**src/rtl/lsu_pkg.sv**
```systemverilog
// Shared types and constants for the load/store unit: FSM states, RV32I
// funct3 width codes, lane count and the default BUSY timeout.
package lsu_pkg;

  typedef enum logic [1:0] {
    IDLE = 2'd0,
    BUSY = 2'd1,
    DONE = 2'd2
  } lsu_state_t;

  localparam int NUM_LANES   = 4;
  localparam int LSU_TIMEOUT = 64;

  localparam logic [2:0] F3_LB  = 3'b000;
  localparam logic [2:0] F3_LH  = 3'b001;
  localparam logic [2:0] F3_LW  = 3'b010;
  localparam logic [2:0] F3_LBU = 3'b100;
  localparam logic [2:0] F3_LHU = 3'b101;
  localparam logic [2:0] F3_SB  = 3'b000;
  localparam logic [2:0] F3_SH  = 3'b001;
  localparam logic [2:0] F3_SW  = 3'b010;

  localparam logic [1:0] SZ_B = 2'b00;
  localparam logic [1:0] SZ_H = 2'b01;

  function automatic logic f3_legal(input logic is_store, input logic [2:0] f3);
    if (is_store) return (f3 == F3_SB) || (f3 == F3_SH) || (f3 == F3_SW);
    return (f3 == F3_LB) || (f3 == F3_LH) || (f3 == F3_LW) ||
           (f3 == F3_LBU) || (f3 == F3_LHU);
  endfunction

endpackage

```
**src/rtl/lsu_align.sv**
```systemverilog
// Combinational lane logic: store strobes, lane-replicated write data and
// load byte/half extraction with sign or zero extension.
module lsu_align
  import lsu_pkg::*;
(
  input  logic [2:0]  funct3,
  input  logic [1:0]  addr_lo,
  input  logic [31:0] wdata,
  input  logic [31:0] rdata,
  output logic [3:0]  wstrb,
  output logic [31:0] wdata_rep,
  output logic [31:0] rdata_ext
);

  logic [NUM_LANES-1:0][7:0] wlane, rlane;
  logic [7:0]  bsel;
  logic [15:0] hsel;
  logic        sx;

  assign rlane     = rdata;
  assign wdata_rep = wlane;
  assign sx        = ~funct3[2];

  for (genvar g = 0; g < NUM_LANES; g++) begin : g_lane
    assign wlane[g] = (funct3[1:0] == SZ_B) ? wdata[7:0] :
                      (funct3[1:0] == SZ_H) ? wdata[8*(g%2) +: 8] :
                                              wdata[8*g +: 8];
  end

  // Misaligned low bits are dropped: halves use addr[1] only, words use none.
  always_comb begin
    bsel      = rlane[addr_lo];
    hsel      = addr_lo[1] ? rdata[31:16] : rdata[15:0];
    wstrb     = 4'hf;
    rdata_ext = rdata;
    case (funct3[1:0])
      SZ_B: begin
        wstrb     = 4'b0001 << addr_lo;
        rdata_ext = {{24{sx & bsel[7]}}, bsel};
      end
      SZ_H: begin
        wstrb     = 4'b0011 << {addr_lo[1], 1'b0};
        rdata_ext = {{16{sx & hsel[15]}}, hsel};
      end
      default: ;
    endcase
  end

endmodule

```
**src/rtl/load_store_unit.sv**
```systemverilog
// RV32I load/store unit: IDLE/BUSY/DONE handshake to a word memory with a
// BUSY timeout. Define LSU_MISALIGN_TRAP_EN to fault misaligned half/word accesses.
module load_store_unit
  import lsu_pkg::*;
#(
  parameter int TIMEOUT = LSU_TIMEOUT
) (
  input  logic        clk,
  input  logic        reset,
  input  logic        req_valid,
  input  logic        req_is_store,
  input  logic [2:0]  req_funct3,
  input  logic [31:0] req_addr,
  input  logic [31:0] req_wdata,
  output logic        stall,
  output logic        resp_valid,
  output logic [31:0] resp_rdata,
  output logic        err,
  output logic        mem_valid,
  output logic        mem_we,
  output logic [31:0] mem_addr,
  output logic [31:0] mem_wdata,
  output logic [3:0]  mem_wstrb,
  input  logic        mem_ready,
  input  logic [31:0] mem_rdata
);

  localparam int CW = $clog2(TIMEOUT) + 1;

  lsu_state_t    state, nxt;
  logic          is_store_q;
  logic [2:0]    funct3_q;
  logic [31:0]   addr_q, wdata_q;
  logic [CW-1:0] cnt;
  logic          legal, misalign, tmo, busy;
  logic [3:0]    strb;
  logic [31:0]   wrep, rext;

`ifdef LSU_MISALIGN_TRAP_EN
  assign misalign = ((req_funct3[1:0] == SZ_H) && req_addr[0]) ||
                    ((req_funct3[1:0] == 2'b10) && (req_addr[1:0] != 2'b00));
`else
  assign misalign = 1'b0;
`endif

  assign legal = f3_legal(req_is_store, req_funct3) && !misalign;
  assign tmo   = (cnt == CW'(TIMEOUT - 1));
  assign busy  = (state == BUSY);

  lsu_align u_align (
    .funct3    (funct3_q),
    .addr_lo   (addr_q[1:0]),
    .wdata     (wdata_q),
    .rdata     (mem_rdata),
    .wstrb     (strb),
    .wdata_rep (wrep),
    .rdata_ext (rext)
  );

  // Memory side is a pure function of the captured request, so it cannot move during BUSY.
  assign mem_valid  = busy;
  assign mem_we     = busy & is_store_q;
  assign mem_wstrb  = (busy & is_store_q) ? strb : 4'b0000;
  assign mem_addr   = {addr_q[31:2], 2'b00};
  assign mem_wdata  = wrep;
  assign resp_valid = (state == DONE);
  assign stall      = ((state == IDLE) & req_valid) | busy;

  always_ff @(posedge clk) begin
    if (reset) state <= IDLE;
    else       state <= nxt;
  end

  always_comb begin
    nxt = state;
    case (state)
      IDLE:    if (req_valid) nxt = legal ? BUSY : DONE;
      BUSY:    if (mem_ready || tmo) nxt = DONE;
      DONE:    nxt = IDLE;
      default: nxt = IDLE;
    endcase
  end

  always_ff @(posedge clk) begin
    if (reset) begin
      is_store_q <= 1'b0;
      funct3_q   <= 3'b000;
      addr_q     <= '0;
      wdata_q    <= '0;
      cnt        <= '0;
      resp_rdata <= '0;
      err        <= 1'b0;
    end else begin
      case (state)
        IDLE: if (req_valid) begin
          is_store_q <= req_is_store;
          funct3_q   <= req_funct3;
          addr_q     <= req_addr;
          wdata_q    <= req_wdata;
          cnt        <= '0;
          if (!legal) begin
            err        <= 1'b1;
            resp_rdata <= '0;
          end
        end
        BUSY: if (mem_ready) begin
          resp_rdata <= is_store_q ? 32'h0 : rext;
          err        <= 1'b0;
        end else if (tmo) begin
          resp_rdata <= '0;
          err        <= 1'b1;
        end else begin
          cnt <= cnt + 1'b1;
        end
        default: err <= 1'b0;
      endcase
    end
  end

endmodule
```
**config.mk**
```make
export PLATFORM = sky130hd
export DESIGN_NAME = load_store_unit
export DESIGN_NICKNAME = d
export VERILOG_FILES = /design/src/rtl/lsu_pkg.sv /design/src/rtl/lsu_align.sv /design/src/rtl/load_store_unit.sv
export SDC_FILE = /design/constraint.sdc
export NUM_CORES = 1
export LEC_CHECK = 0
export BUFFER_PORTS_ARGS = -buffer_cell sky130_fd_sc_hd__buf_2
export CORE_UTILIZATION = 49
export DETAILED_ROUTE_END_ITERATION = 16
export GPL_ROUTABILITY_DRIVEN = 0
export PLACE_DENSITY = 0.81
export SLEW_MARGIN = 0
export SYNTH_ARGS = -nofsm -noshare
export SYNTH_HDL_FRONTEND = slang
export SYNTH_SLANG_ARGS = --single-unit
```
**constraint.sdc**
```tcl
create_clock -name clk -period 2.3 [get_ports clk]
set_clock_uncertainty 0.05 [all_clocks]
set_input_delay 0.23 -clock clk [delete_from_list [all_inputs] [get_ports clk]]
set_output_delay 0.23 -clock clk [all_outputs]
set_load 0.03 [all_outputs]
```
==> summary.md <==
| Metric | Value |
|---|---|
| Final ANT Viol Nets | `0` |
| Final #Nets | `882` |
| Initial antenna violation count | `1` |
| Largest net degree at the start of global routing | `63` |
| Min Tclk post-route | `2120 ps` |
| Drt initial violations | `211` |
| Clk Latency, worst-skew pair | `360 ps` |
| Asr flop ratio synth | `0` |
| Worst setup SP type | `flop` |
| Hold Startpoint | `req_wdata[25]` |
| First-pass GRT wire length | `22,400 um` |
| Req. time, crit path | `2020 ps` |
| R2R Path Start | `addr_q[1]` |
| Hold Path Class | `in2reg` |
| Most frequent cell after synthesis | `nand2_1` |
| Status | `finished, final reports clean` |
| Max-cap violation count | `0` |
| CTS Hold Bufs | `0` |
| Syn Inst Count | `628` |
| Synth cell types | `52` |
| CTS H-tree depth | `3` |
| Reg clk slew, reported paths | `100 ps` |
| Fraction of layout cells with a size suffix above 1 | `0.351` |
| Rows | `37` |
| Inserted Clock Buffers | `9` |
| Avg Cell Area, Syn | `8.23 um2` |
| RSZ-0062 raised after global routing | `no` |
| Worst-margin pin slew | `1110 ps` |
| DR vias/cell | `5.39` |
| Register area | `2200 um2` |
| Drt first pass iters | `5` |
| Hold Crit Depth | `3` |
| Fmax achieved | `0.471 GHz` |
| Post-CTS Resized | `0` |
| Post-synth top flop | `dfxtp_1` |
| WP data arrival | `1840 ps` |
| Clk sink count | `110` |
| CTS max path bufs | `2` |
| Root buffer cell | `clkbuf_8` |
| Crit share post-route | `0.923` |
| Sequential cell area fraction in the yosys report | `0.426` |
| Fillers | `952` |
| R2r worst-path depth | `3` |
| Post-synth EDFFs | `0` |
| DRC Markers | `0` |
| Routed WL | `13,700 um` |
| CP Capture Type | `primary output` |
| Max VDD drop | `0.404 mV` |
| GRT Overall Usage | `0.251` |
| I/O pin count | `209` |
| Leak | `3.01 nW` |
| Crit Path Class | `reg2out` |
| Synth area leaders | `dfxtp_1, nand2_1, a21oi_1` |
| Post-CTS setup buffers | `0` |
| Area of the multi-input gates | `2410 um2` |
| Crit path max fanout | `20` |
| Area delta synth->final | `20.6%` |
| Fin util | `0.607` |
| Final Max Tran Viols | `0` |
| Final setup violation count | `0` |
| Mapped cell area | `5170 um2` |
| Die height | `105 um` |
| Synth area leader | `dfxtp_1` |
| HPWL after DPL | `10,100 um` |
| Final hold viol count | `0` |
| Slew headroom | `0.255` |
| Pwr/cell area | `707 nW/um2` |
| Sum Neg Setup Slack | `0 ps` |
| Most frequent cells after synthesis | `nand2_1, dfxtp_1, a21oi_1` |
| Routed len/inst | `14.9 um` |
| Post-synth top area share | `0.426` |
| Vias in the first global route | `4,800` |
| Port bufs | `206` |
| CTS tree | `built` |
| Die width | `105 um` |
| DR vias | `4,950` |
| Core Region | `10,300 um2` |
| Die area | `11,000 um2` |
| Ys Warns | `0` |
| WHS Endpoint | `wdata_q[25]` |
| Starting Density | `0.503` |
| Reg2reg setup slack | `460 ps` |
| Grt total ovfl | `0` |
| Worst reg2reg endpoint | `resp_rdata[20]` |
| #FFs+latches synth | `110` |
-- per-stage QoR --
step | instance area [um2] | power (mW) | worst slack, ps | std cells | hold WS (ps)
floorplan | 5170 | 2.89 | 435 | 629 | 270
global placement | 6010 | 3.13 | 571 | 902 | 380
detailed placement | 6010 | 3.16 | 464 | 902 | 393
CTS | 6230 | 4.43 | 123 | 917 | 21.4
global route | 6230 | 4.62 | 70.8 | 918 | 16.5
finish | 6230 | 4.41 | 177 | 918 | 37.2
-- kinds of logic (layout without fill, tap and decap cells) --
| family | count (synthesis) | count (layout) | share of synthesized area |
|---|---|---|---|
| buffers and inverters | 102 | 254 | 0.110 |
| xor gates and xnor gates | 2 | 2 | 0.00339 |
| other | 1 | 3 | 0.000726 |
| and+or+nand+nor | 216 | 216 | 0.179 |
| adders and majority gates | 1 | 1 | 0.00242 |
| muxes | 35 | 35 | 0.0748 |
| AOI/OAI and AO/OA | 161 | 161 | 0.204 |
| DFF | 110 | 110 | 0.426 |
-- report_power, final --
part | switching (mW) | internal [mW] | leakage, nW
Sequential | 0.0887 | 2.02 | 0.899
Clock | 0.623 | 0.668 | 0.109
Combinational | 0.665 | 0.345 | 2.00
-- placed cells by master, fill, tap and decap left out, types with 2 or more instances in the layout --
cell type and n:
nor2_2 2, a2111oi_0 9, nand2_1 155, buf_4 13, mux2_2 25, nor2_1 23, a21o_1 14, nor2b_1 3
xor2_1 2, o2bb2ai_1 16, nor3_1 10, nand2b_1 3, clkbuf_8 11, a32o_1 2, buf_2 206, bufinv_16 2
dfxtp_2 2, nand3_1 3, o21ai_0 10, a21oi_1 88, and3_1 4, a221oi_1 7, dfxtp_1 108, conb_1 2
inv_1 19, mux2i_1 9
-- area by class of cell --
class,instances,share of cell area
clock buffer,12,0.0249
timing repair buffer,220,0.184
multi-input combinational,417,0.387
tap,136,0.0273
clock inverter,3,0.0108
inverter,19,0.0114
antenna,1,0.000401
sequential,110,0.354
-- worst max-delay path by stage --
stage / from / end / slack, ps / cells past startpoint
after floorplan: funct3_q[0] / mem_wdata[24] / 430 / 4
after global placement: funct3_q[1] / mem_wstrb[3] / 570 / 5
after detailed placement: funct3_q[0] / resp_rdata[24] / 460 / 4
after CTS: funct3_q[0] / mem_wstrb[0] / 120 / 4
after global routing: funct3_q[1] / mem_wstrb[2] / 70 / 5
final: funct3_q[1] / mem_wstrb[3] / 180 / 5
-- flip-flops by register name, summed over array words and instances (netlist names) --
register,cells
cnt,7
state,2
resp_rdata,32
err,1
is_store_q,1
addr_q,32
wdata_q,32
funct3_q,3
-- worst max-delay path, cell delays in order (launching register included) --
cell and delay [ps]:
dfxtp_2 570, buf_4 290, buf_4 230, a21oi_1 70, nor2_1 110, buf_2 210
-- routing by layer --
metal  track usage  wire, um
met5             0         0
met4         0.108       343
met3        0.0655      1070
met2         0.430      6750
met1         0.295      5550
Power figures use the tool's default switching activity.
